<file path="config.mk">
export PLATFORM = sky130hd
export DESIGN_NAME = rf_wport_sched
export DESIGN_NICKNAME = d
export VERILOG_FILES = /design/src/rtl/rf_wport_sched.sv
export SDC_FILE = /design/constraint.sdc
export NUM_CORES = 1
export LEC_CHECK = 0
export CAP_MARGIN = 20
export CORE_AREA = 3 3 93 95
export CTS_BUF_LIST = sky130_fd_sc_hd__clkbuf_4
export DETAILED_ROUTE_END_ITERATION = 10
export DIE_AREA = 0 0 96 98
export GPL_ROUTABILITY_DRIVEN = 0
export PLACE_DENSITY = 0.82
export SETUP_SLACK_MARGIN = 0.4
export SLEW_MARGIN = 20
export SYNTH_ARGS = -nofsm -noshare
export SYNTH_HDL_FRONTEND = slang
export SYNTH_SLANG_ARGS = --single-unit
</file>
<file path="constraint.sdc">
create_clock -name clk -period 4.1 [get_ports clk]
set_clock_uncertainty 0.05 [all_clocks]
set_input_delay 0.82 -clock clk [delete_from_list [all_inputs] [get_ports clk]]
set_output_delay 0.82 -clock clk [all_outputs]
set_load 0.02 [all_outputs]
</file>
<file path="src/rtl/rf_wport_sched.sv">
// rf_wport_sched: write-port scheduler for the MIPS register file.
//
// The single register-file write port is shared by the in-order WB stage and
// the multi-cycle MDU (mult/div) result path. WB always wins the port. A
// destination scoreboard tracks MDU results that are still outstanding, and ID
// is stalled on RAW/WAW hazards against them. A starvation FSM asks the
// pipeline for a WB bubble when an MDU result has waited too long.
//
// Ports:
//   clk, reset            clock; asynchronous active-low reset
//   wb_wr/wb_addr/wb_data WB stage write request
//   mdu_req/addr/data     MDU result, held stable until mdu_ack
//   mdu_ack               MDU result written this cycle
//   iss_valid/iss_addr    ID issuing an MDU op and its destination
//   id_rs/id_rt           ID source registers
//   stall_id              hold IF/ID, bubble into EX
//   hold_pipe             request a WB bubble at the next edge
//   wr/addr3/data3        register-file write port
//   pend_cnt              number of tracked pending MDU destinations
module rf_wport_sched #(
  parameter int MAX_PEND   = 2,
  parameter int STARVE_LIM = 4,
  parameter int CW         = 3
) (
  input  logic          clk,
  input  logic          reset,
  input  logic          wb_wr,
  input  logic [4:0]    wb_addr,
  input  logic [31:0]   wb_data,
  input  logic          mdu_req,
  input  logic [4:0]    mdu_addr,
  input  logic [31:0]   mdu_data,
  output logic          mdu_ack,
  input  logic          iss_valid,
  input  logic [4:0]    iss_addr,
  input  logic [4:0]    id_rs,
  input  logic [4:0]    id_rt,
  output logic          stall_id,
  output logic          hold_pipe,
  output logic          wr,
  output logic [4:0]    addr3,
  output logic [31:0]   data3,
  output logic [CW-1:0] pend_cnt
);

  typedef enum logic [1:0] {S_IDLE, S_WAIT, S_HOLD, S_GRANT} state_t;

  state_t        state_q, state_nxt;
  logic [CW-1:0] cnt_q, cnt_nxt;
  // Bit 0 is never set, so $0 indexes read as not busy.
  logic [31:0]   busy_q, busy_nxt;
  logic [CW-1:0] pend_q, pend_nxt;
  logic          pend_full;
  logic          sb_set, sb_clr;

  // Write-port mux: WB has absolute priority over the MDU.
  always_comb begin
    wr      = 1'b0;
    addr3   = 5'd0;
    data3   = 32'd0;
    mdu_ack = 1'b0;
    if (wb_wr) begin
      wr    = 1'b1;
      addr3 = wb_addr;
      data3 = wb_data;
    end else if (mdu_req) begin
      wr      = 1'b1;
      addr3   = mdu_addr;
      data3   = mdu_data;
      mdu_ack = 1'b1;
    end
  end

  // Hazard detection uses the pre-edge busy state; the register file forwards
  // the ack write itself, so releasing the stall one cycle later is correct.
  assign pend_full = (pend_q == CW'(MAX_PEND));
  assign stall_id  = ((id_rs != 5'd0) && busy_q[id_rs])
                   | ((id_rt != 5'd0) && busy_q[id_rt])
                   | (iss_valid && (((iss_addr != 5'd0) && busy_q[iss_addr]) | pend_full));

  // Only a busy destination is cleared, so a stray ack cannot underflow the
  // count. A set can never hit a busy register (that stalls), so set and
  // clear in the same cycle always target different registers.
  assign sb_set = iss_valid && !stall_id && (iss_addr != 5'd0);
  assign sb_clr = mdu_ack && (mdu_addr != 5'd0) && busy_q[mdu_addr];

  always_comb begin
    busy_nxt = busy_q;
    if (sb_clr) busy_nxt[mdu_addr] = 1'b0;
    if (sb_set) busy_nxt[iss_addr] = 1'b1;
    case ({sb_set, sb_clr})
      2'b10:   pend_nxt = pend_q + CW'(1);
      2'b01:   pend_nxt = pend_q - CW'(1);
      default: pend_nxt = pend_q;
    endcase
  end

  always_ff @(posedge clk or negedge reset) begin
    if (!reset) begin
      busy_q <= '0;
      pend_q <= '0;
    end else begin
      busy_q <= busy_nxt;
      pend_q <= pend_nxt;
    end
  end

  assign pend_cnt = pend_q;

  // Starvation FSM. An ack in any state ends the episode. A dropped request
  // (only possible after a protocol violation) also returns to IDLE.
  always_comb begin
    state_nxt = state_q;
    cnt_nxt   = cnt_q;
    if (mdu_ack) begin
      state_nxt = S_IDLE;
      cnt_nxt   = '0;
    end else begin
      case (state_q)
        S_IDLE: begin
          if (mdu_req && wb_wr) begin
            state_nxt = S_WAIT;
            cnt_nxt   = CW'(1);
          end
        end
        S_WAIT: begin
          if (!mdu_req) begin
            state_nxt = S_IDLE;
            cnt_nxt   = '0;
          end else if (cnt_q == CW'(STARVE_LIM)) begin
            state_nxt = S_HOLD;
          end else begin
            cnt_nxt = cnt_q + CW'(1);
          end
        end
        S_HOLD: begin
          state_nxt = mdu_req ? S_GRANT : S_IDLE;
        end
        S_GRANT: begin
          // WB took the port despite the bubble request: ask again.
          state_nxt = mdu_req ? S_HOLD : S_IDLE;
        end
        default: begin
          state_nxt = S_IDLE;
          cnt_nxt   = '0;
        end
      endcase
    end
  end

  always_ff @(posedge clk or negedge reset) begin
    if (!reset) begin
      state_q <= S_IDLE;
      cnt_q   <= '0;
    end else begin
      state_q <= state_nxt;
      cnt_q   <= cnt_nxt;
    end
  end

  assign hold_pipe = (state_q == S_HOLD);

endmodule
</file>
==> Word-level counts from Yosys, hierarchy flattened <==
Cells that the tools add are included.
{ "word_totals": {"ramBits": 0, "rom_bits": 0, "wordCells": 84, "ff_bits": 40, "memories": 0, "latch_bits": 0, "inputBits": 94} }
{ "classes": {"mul": 0, "reduce_logical": 21, "magnitude_cmp": 6, "n_addsub": 3, "div_mod_pow": 0, "n_shift": 0, "n_bitwise": 6, "n_eq_ne": 10, "n_mux": 34} }
{ "op_table": {"columns": ["op", "count"], "rows": [
  ["two-way mux 32 bit", 4],
  ["AND 32 bit", 1],
  ["NOT 32 bit", 1],
  ["OR 32 bit", 1],
  ["< comparator 5 x 6 -> 1 bit (second input constant)", 4],
  ["binary-select mux 1 bit (select 5 bit)", 4],
  ["nonzero test 5 bit", 4],
  ["two-way mux 2 bit", 6],
  ["two-way mux 3 bit", 4],
  ["case mux 3 bit (2 select lines)", 2],
  ["logical AND 1 bit", 11],
  ["demux 1 bit (select 5 bit)", 2],
  [">= comparator 5 x 1 -> 1 bit (second input constant)", 2],
  ["two-way mux 5 bit", 2],
  ["two-way mux 1 bit", 9],
  ["!= test 4 bit (second input constant)", 2],
  ["case mux 2 bit (4 select lines)", 1],
  ["adder 3 x 1 -> 3 bit (second input constant)", 2],
  ["== test 2 bit (second input constant)", 3],
  ["== test 2 x 1 -> 1 bit (second input constant)", 2],
  ["== test 3 x 2 -> 1 bit (second input constant)", 1],
  ["== test 3 bit (second input constant)", 1],
  ["!= test 3 bit (second input constant)", 1],
  ["OR 1 bit", 3],
  ["other kinds (7)", 7]
]} }

==> Longest topological paths before layout <==
Gate-level depths: netlist (run 1).
{ "logic_depth": {"depth_word": 11, "mapped_depth": 13, "mapped_depth_nobuf": 12} }

==> Worst setup path before layout (run 1) <==
OpenSTA, ideal clock, no wires.
{ "synth_timing": {"kind": "input to register", "from": "input id_rs[1]", "to": "register pend_q[2] (netlist: pend_cnt[2])", "setup_slack_ns": 0.608, "arrival_time_ns": 3.311, "required_ns": 3.919, "cell_stages": 12, "cell_sequence": "clkbuf_1 -> mux2_2 -> o311ai_0 -> nand3_1 -> a311o_1 -> or3_1 -> ha_1 -> inv_1 -> fa_1 -> xor2_1 -> nor2_1 -> xor2_1"} }
{ "synth_between": {"elab_chain_cells": 10, "elab_cells_between_ends": 13, "cone_classes": "2 x eq/ne; 3 x mux; 2 x bitwise; 6 x reduce/logical"} }
{ "synth_rtl": {"columns": ["element", "line_no", "text"], "rows": [
  ["start: declaration", "36", "input logic [4:0] id_rs,"],
  ["binary-select mux 1 bit (select 5 bit)", "77", "assign stall_id = ((id_rs != 5'd0) && busy_q[id_rs])"],
  ["two-way mux 1 bit (not written as such)", "77", null],
  ["logical AND 1 bit (*)", "77", null],
  ["OR 1 bit (*)", "78", "| ((id_rt != 5'd0) && busy_q[id_rt])"],
  ["OR 1 bit (*)", "79", "| (iss_valid && (((iss_addr != 5'd0) && busy_q[iss_addr]) | pend_full));"],
  ["zero test 1 bit (*)", "84", "assign sb_set = iss_valid && !stall_id && (iss_addr != 5'd0);"],
  ["logical AND 1 bit (*) (2 in a row)", "84", null],
  ["== test 2 x 1 -> 1 bit / == test 2 bit (equally long branches)", "91", "case ({sb_set, sb_clr})"],
  ["case mux 3 bit (2 select lines) / nonzero test 2 bit (equally long branches)", null, null],
  ["end signal: assignment", "104", "pend_q <= pend_nxt;"],
  ["end: declaration", "52", "logic [CW-1:0] pend_q, pend_nxt;"]
]} }
Every way passes the cells marked *; elsewhere a longest branch is shown, timed or not. The select of a mux whose other input is x is not followed.
A chain may end at the register's enable or synchronous reset.

==> Final worst setup path (run 1) <==
{ "layout_timing": {"from": "input id_rt[1]", "to": "output stall_id"} }
{ "layout_between": {"elab_chain_cells": 5, "elab_cells_between_ends": 6, "cone_classes": "2 x mux; 2 x bitwise; 2 x reduce/logical"} }
{ "layout_rtl": {"columns": ["element", "line_no", "text"], "rows": [
  ["start: declaration", "37", "input logic [4:0] id_rt,"],
  ["binary-select mux 1 bit (select 5 bit)", "78", null],
  ["two-way mux 1 bit (not written as such)", "78", null],
  ["logical AND 1 bit (*)", "78", null],
  ["OR 1 bit (*)", "78", null],
  ["OR 1 bit (*)", "79", null],
  ["end: declaration", "38", "output logic stall_id,"]
]} }
Marked as above.

==> flow_metrics.env, run 1 <==
export IMPL_hold_end="busy_q[0]"
export IMPL_syn_area_um2=3610
export IMPL_yosysWarnings=0
export IMPL_layout_common_cells="127 x clkdlybuf4s50_1, 41 x o21ai_0, 40 x dfrtp_1"
export IMPL_num_vias=4185
export IMPL_ys_types=59
export IMPL_period_share_pct=87.9
export IMPL_worstPathRequired_ns=3.23
export IMPL_synth_main_ff_cell="dfrtp_1"
export IMPL_fin_crit_ns=3.61
export IMPL_seqCellArea_um2=1000
export IMPL_avgSynthCellArea_um2=9.21
export IMPL_drtPass1Iterations=5
export IMPL_rows=32
export IMPL_final_cells=646
export IMPL_endpoint_kind="output pin"
export IMPL_worstMarginPinSlew_ns=0.887
export IMPL_r2r_start="busy_q[27]"
export IMPL_power_leakage_nw=2.16
export IMPL_yosysSeqAreaShare_pct=27.7
export IMPL_hold_viol_final=0
export IMPL_max_stage_delay_ns=0.52
export IMPL_grt_use_total_pct=28.5
export IMPL_antenna_found_initial=1
export IMPL_ant_nets=0
export IMPL_hold_depth=0
export IMPL_clockBufferDepth=2
export IMPL_numCtsBuffers=5
export IMPL_syn_nets=490
export IMPL_initial_utilization_pct=46.2
export IMPL_coreArea_um2=7810
export IMPL_dp_cells=636
export IMPL_start_kind="input port"
export IMPL_cts_tree="yes"
export IMPL_drive_above_1_share_pct=14.2
export IMPL_timing_hold_ws_ns=0.385
export IMPL_async_flop_share_pct=100
export IMPL_crit_path_frequent_cell="nand3_1"
export IMPL_ir_drop_v=0.000203
export IMPL_r2r_slack_ns=0.89
export IMPL_path_class="in -> out"
export IMPL_reg2regPathDepth=13
export IMPL_overflow=0
export IMPL_dieArea_um2=9410
export IMPL_drc=0
export IMPL_top_level_ports=138
export IMPL_area_growth_pct=47.1
export IMPL_port_buffers=137
export IMPL_clk_pin_slew_ns=0.12
export IMPL_fmax_mhz=277
export IMPL_cts_sinks=40
export IMPL_cts_max_level=2
export IMPL_crit_fanout=3
export IMPL_clk_latency_ns=0.35
export IMPL_vias_per_cell=6.48
export IMPL_final_max_slew_viol_count=0
export IMPL_setup_viol=0
export IMPL_wl_per_cell_um=21.1
export IMPL_cap_violations=0
export IMPL_nets=640
export IMPL_ys_seq_elements=40
export IMPL_dieWidth_um=96
export IMPL_powerDensity_nw_per_um2=316
export IMPL_clock_root_buffer="clkbuf_4"
export IMPL_grt_pass1_wl_mm=21.0
export IMPL_cpMaxStageDelayCell="mux4_2"
export IMPL_r2r_end="pend_cnt[2]"
export IMPL_met1_length_mm=5.17
export IMPL_hp_start="busy_q[0]"
export IMPL_grt_max_degree=47
export IMPL_grt_pass1_vias=4105
export IMPL_wl_met3_mm=1.54
export IMPL_drt_total_wl_mm=13.6
export IMPL_slew_headroom_pct=40.9
export IMPL_crit_arrival_ns=2.74
export IMPL_drt_initial_drc_count=356
export IMPL_multi_input_area_um2=2400
export IMPL_wl_met2_mm=6.39
export IMPL_dp_hpwl_mm=10.6
export IMPL_die_h_um=98
export IMPL_outcome="complete, no violations"
export IMPL_layout_commonest_cell="clkdlybuf4s50_1"
export IMPL_dr_max_layer_used="met4"
export IMPL_fill_cells=627
export IMPL_syn_instance_count=392
export IMPL_crit_chain="dlygate4sd2_1 > mux4_2 > mux2_2 > nand3_1 > nand3_1 > a311o_1 > a21o_1 > buf_2"
export IMPL_grt_setup_unrepaired="no"
export IMPL_synth_edff_count=0
export IMPL_hp_class="reg -> reg"
==> worst max-delay path by stage <==
| stage | from | end | slack (ns) | cells past startpoint |
|---|---|---|---|---|
| floorplan | id_rs[1] | pend_cnt[2] | 0.61 | 12 |
| global placement | id_rt[1] | stall_id | -0.11 | 8 |
| detailed placement | id_rt[1] | stall_id | -0.14 | 8 |
| CTS | id_rs[2] | stall_id | 0.42 | 9 |
| global route | mdu_addr[1] | pend_cnt[2] | 0.43 | 12 |
| finish | id_rt[1] | stall_id | 0.49 | 8 |
==> area by class of cell <==
cell class / count / share of cell area, %
inverters: 13 / 0.919
clock inverters: 1 / 0.0707
flip-flops and latches: 40 / 18.9
well taps: 102 / 2.40
clock buffers: 7 / 0.990
diodes: 1 / 0.0471
multi-input cells: 305 / 45.3
repair buffers: 177 / 31.4
==> sequential cells by signal (all words and copies together), names as in the netlist <==
register and cells:
state_q 2, cnt_q 3, pend_cnt 3, busy_q 32
==> synth_stat cells (all sizes together) (2+ instances only) <==
cell type  count  area share, %
a211oi         2           0.42
a21o           2           0.42
a21oi          4           0.55
a221oi         2           0.66
a22o          32            7.8
a22oi          3           0.62
a311oi         2           0.49
a31oi          2           0.35
a32oi          3           0.73
and3b          4           0.97
buf           16            2.7
clkbuf        18            1.9
dfrtp         40             28
ha             3            1.0
inv           13            1.4
mux2           4            1.2
mux2i         26            7.2
mux4          18             11
nand2         25            2.6
nand2b         5           0.87
nand3         17            2.4
nand3b         8            1.7
nand4          3           0.69
nor2          13            1.4
nor2b          7            1.2
nor3           2           0.28
nor3b          3           0.62
o2111ai        2           0.49
o21ai         54            7.6
o22ai          4           0.69
o31ai         10            2.1
o41ai          9            2.2
or3           12            2.1
or3b           2           0.49
or4            6            1.2
xor2           3           0.73
==> through the flow <==
step	instance area [µm²]	power, mW	utilization (%)	setup WS, ns	TNS (ns)
4_1_cts	5280	1.66	67.6	0.424	0
6_report	5310	1.68	68.0	0.494	0
3_5_place_dp	5230	1.46	67.0	-0.137	-0.213
5_1_grt	5310	1.77	68.0	0.428	0
3_3_place_gp	5230	1.43	67.0	-0.111	-0.111
2_1_floorplan	3610	1.08	-	0.608	0
==> power breakdown <==
part | switching [mW] | leakage [nW] | internal (mW)
sequential | 0.172 | 0.521 | 0.495
clock | 0.124 | 0.0338 | 0.0793
combinational | 0.380 | 1.61 | 0.428
total | 0.676 | 2.16 | 1.00
==> metal layers <==
metal / GRT usage, % / vias up
met2: 46.1 / 299
li1: - / 1840
met3: 7.47 / 61
met1: 35.9 / 1985
met5: 0 / -
met4: 10.9 / 0
==> kinds of logic after synthesis <==
| logic type | count (synthesis) | share of synthesized area (%) |
|---|---|---|
| AOI/OAI and AO/OA | 137 | 26.5 |
| DFF | 40 | 27.7 |
| muxes | 48 | 19.8 |
| buffers and inverters | 47 | 6.00 |
| adders and majority gates | 4 | 1.60 |
| and+or+nand+nor | 112 | 17.4 |
| xor gates and xnor gates | 4 | 0.971 |
==> worst max-delay path: cells and delay by family <==
| kind | cells | cell delay (ns) |
|---|---|---|
| buffers and inverters | 2 | 0.44 |
| and+or+nand+nor | 2 | 0.14 |
| muxes | 2 | 0.80 |
| AOI/OAI and AO/OA | 2 | 0.53 |
==> what timing repair did <==
item / 4_1_cts / 5_1_grt
gates resized for setup: 13 / 5
endpoints found under the setup margin: 3 / 2
setup buffers: 0 / 0
hold buffers: 0 / 0
pin swaps: 1 / 2
cloned: 0 / 1
Note: power is estimated with default switching activity, not from simulation.
==> inputs of run 2 (changes only) <==
SLEW_MARGIN = 5   (was 20)
==> results of run 2 <==
Same layout as run 1: the final DEF is identical, and so are final timing and power.
==> inputs of run 3 (changes only) <==
==> constraint.sdc (replaced) <==
create_clock -name clk -period 4.1 [get_ports clk]
set_clock_uncertainty 0.05 [all_clocks]
set_input_delay 0.615 -clock clk [delete_from_list [all_inputs] [get_ports clk]]
set_output_delay 0.615 -clock clk [all_outputs]
set_load 0.02 [all_outputs]
==> flow_metrics.env, run 3 (synthesis results as in run 1) <==
export IMPL_crit_chain="clkdlybuf4s50_1 > buf_4 > mux4_1 > a221oi_2 > o21ai_2 > a21o_1 > dlygate4sd2_1"
export IMPL_met1_usage_pct=34.7
export IMPL_ir_drop_v=0.000181
export IMPL_max_stage_delay_ns=0.61
export IMPL_nets=621
export IMPL_dp_hpwl_mm=10.3
export IMPL_layout_commonest_cell="clkdlybuf4s50_1"
export IMPL_finalSetupTns_ns=0
export IMPL_crit_arrival_ns=2.84
export IMPL_rows=32
export IMPL_reg2regPathDepth=12
export IMPL_drc=0
export IMPL_clk_latency_ns=0.36
export IMPL_port_buffers=137
export IMPL_hold_buffers=0
export IMPL_layout_common_cells="129 x clkdlybuf4s50_1, 41 x o21ai_0, 40 x dfrtp_1"
export IMPL_crit_fanout=9
export IMPL_area_growth_pct=43.4
export IMPL_endpoint_kind="output pin"
export IMPL_overflow=0
export IMPL_num_vias=4021
export IMPL_cpMaxStageDelayCell="clkdlybuf4s50_1"
export IMPL_die_h_um=98
export IMPL_worstMarginPinSlew_ns=0.908
export IMPL_start_kind="input port"
export IMPL_largest_register="busy_q"
export IMPL_r2r_start="busy_q[24]"
export IMPL_numCtsBuffers=5
export IMPL_wl_per_cell_um=20.8
export IMPL_grt_pass1_vias=3801
export IMPL_cts_max_level=2
export IMPL_grt_util_met2_pct=44.2
export IMPL_slew_headroom_pct=39.5
export IMPL_grt_use_total_pct=27.5
export IMPL_initial_utilization_pct=46.2
export IMPL_timing_hold_ws_ns=0.321
export IMPL_dieArea_um2=9410
export IMPL_busiest_layer="met2"
export IMPL_r2r_slack_ns=0.95
export IMPL_final_max_slew_viol_count=0
export IMPL_coreArea_um2=7810
export IMPL_grt_max_degree=47
export IMPL_fmax_mhz=285
export IMPL_dieWidth_um=96
export IMPL_cap_violations=0
export IMPL_outcome="complete, no violations"
export IMPL_cts_tree="yes"
export IMPL_drt_initial_drc_count=410
export IMPL_clk_pin_slew_ns=0.13
export IMPL_fin_crit_ns=3.51
export IMPL_grt_pass1_wl_mm=20.2
export IMPL_clockBufferDepth=2
export IMPL_hp_class="in -> async"
export IMPL_use_met3_pct=8.86
export IMPL_power_leakage_nw=2.09
export IMPL_drive_above_1_share_pct=10.1
export IMPL_vias_per_cell=6.41
export IMPL_powerDensity_nw_per_um2=329
export IMPL_hold_viol_final=0
export IMPL_cts_sinks=40
export IMPL_setup_viol=0
export IMPL_path_class="in -> out"
export IMPL_antenna_found_initial=1
export IMPL_drt_total_wl_mm=13.1
export IMPL_top_level_ports=138
export IMPL_r2r_end="pend_cnt[2]"
export IMPL_grt_setup_unrepaired="no"
export IMPL_period_share_pct=85.5
export IMPL_worstPathRequired_ns=3.43
export IMPL_clock_root_buffer="clkbuf_4"
export IMPL_ant_nets=0
export IMPL_largest_reg_flops=32
export IMPL_drtPass1Iterations=6
==> run 3: changes by cell type in the layout (fill, tap and decap cells not counted), moves of 2 or more <==
cell and delta:
clkbuf_4 -2, dlygate4sd2_1 -3, buf_4 -15, buf_6 -3, clkdlybuf4s50_1 +2, dlymetal6s2s_1 +2, buf_2 -2
==> run 3: critical path: cells and delay by family <==
family                 cells  cell delay, ns
buffers and inverters      3            1.13
AOI/OAI and AO/OA          3            0.78
muxes                      1            0.31
==> run 3: metal layers <==
metal | vias to the layer above | routed length (µm)
li1 | 1796 | -
met1 | 1886 | 4780
met2 | 299 | 6160
met3 | 40 | 1750
met4 | 0 | 376
met5 | - | 0
==> run 3: layout make-up <==
class                           count  area [µm²]
Multi-Input combinational cell    305        2390
Clock inverter                      3        37.5
Tap cell                          102         128
Antenna cell                        1        2.50
Inverter                           13        48.8
Clock buffer                        5        37.5
Timing Repair Buffer              158        1530
Fill cell                         615        2630
Sequential cell                    40        1000
==> run 3: timing repair <==
action,4_1_cts,5_1_grt
setup buffers,0,0
setup endpoints to repair,1,1
resized for setup,3,4
pin swaps,0,1
==> run 3: report_power, final <==
part | internal (mW) | leakage (nW) | switching (mW) | total, mW
clock | 0.125 | 0.0403 | 0.134 | 0.258
combinational | 0.413 | 1.53 | 0.370 | 0.783
sequential | 0.495 | 0.521 | 0.166 | 0.661
==> run 3: stage by stage <==
step / cell area [µm²] / total power [mW] / utilization [%] / cells / setup WS (ns)
after CTS: 5160 / 1.69 / 66.1 / 626 / 0.458
after floorplan: 3610 / 1.08 / - / 392 / 0.813
after global placement: 5090 / 1.41 / 65.2 / 618 / 0.219
after detailed placement: 5090 / 1.44 / 65.2 / 618 / 0.163
after global routing: 5180 / 1.80 / 66.3 / 627 / 0.476
final: 5180 / 1.70 / 66.3 / 627 / 0.594
==> run 3: how the worst max path moves through the flow <==
stage,from,end,slack (ns),depth (start not counted)
5_1_grt,iss_addr[3],stall_id,0.48,7
4_1_cts,id_rt[1],stall_id,0.46,8
3_5_place_dp,iss_addr[0],stall_id,0.16,7
2_1_floorplan,id_rs[1],pend_cnt[2],0.81,12
6_report,iss_addr[1],stall_id,0.59,7
3_3_place_gp,iss_addr[0],stall_id,0.22,7
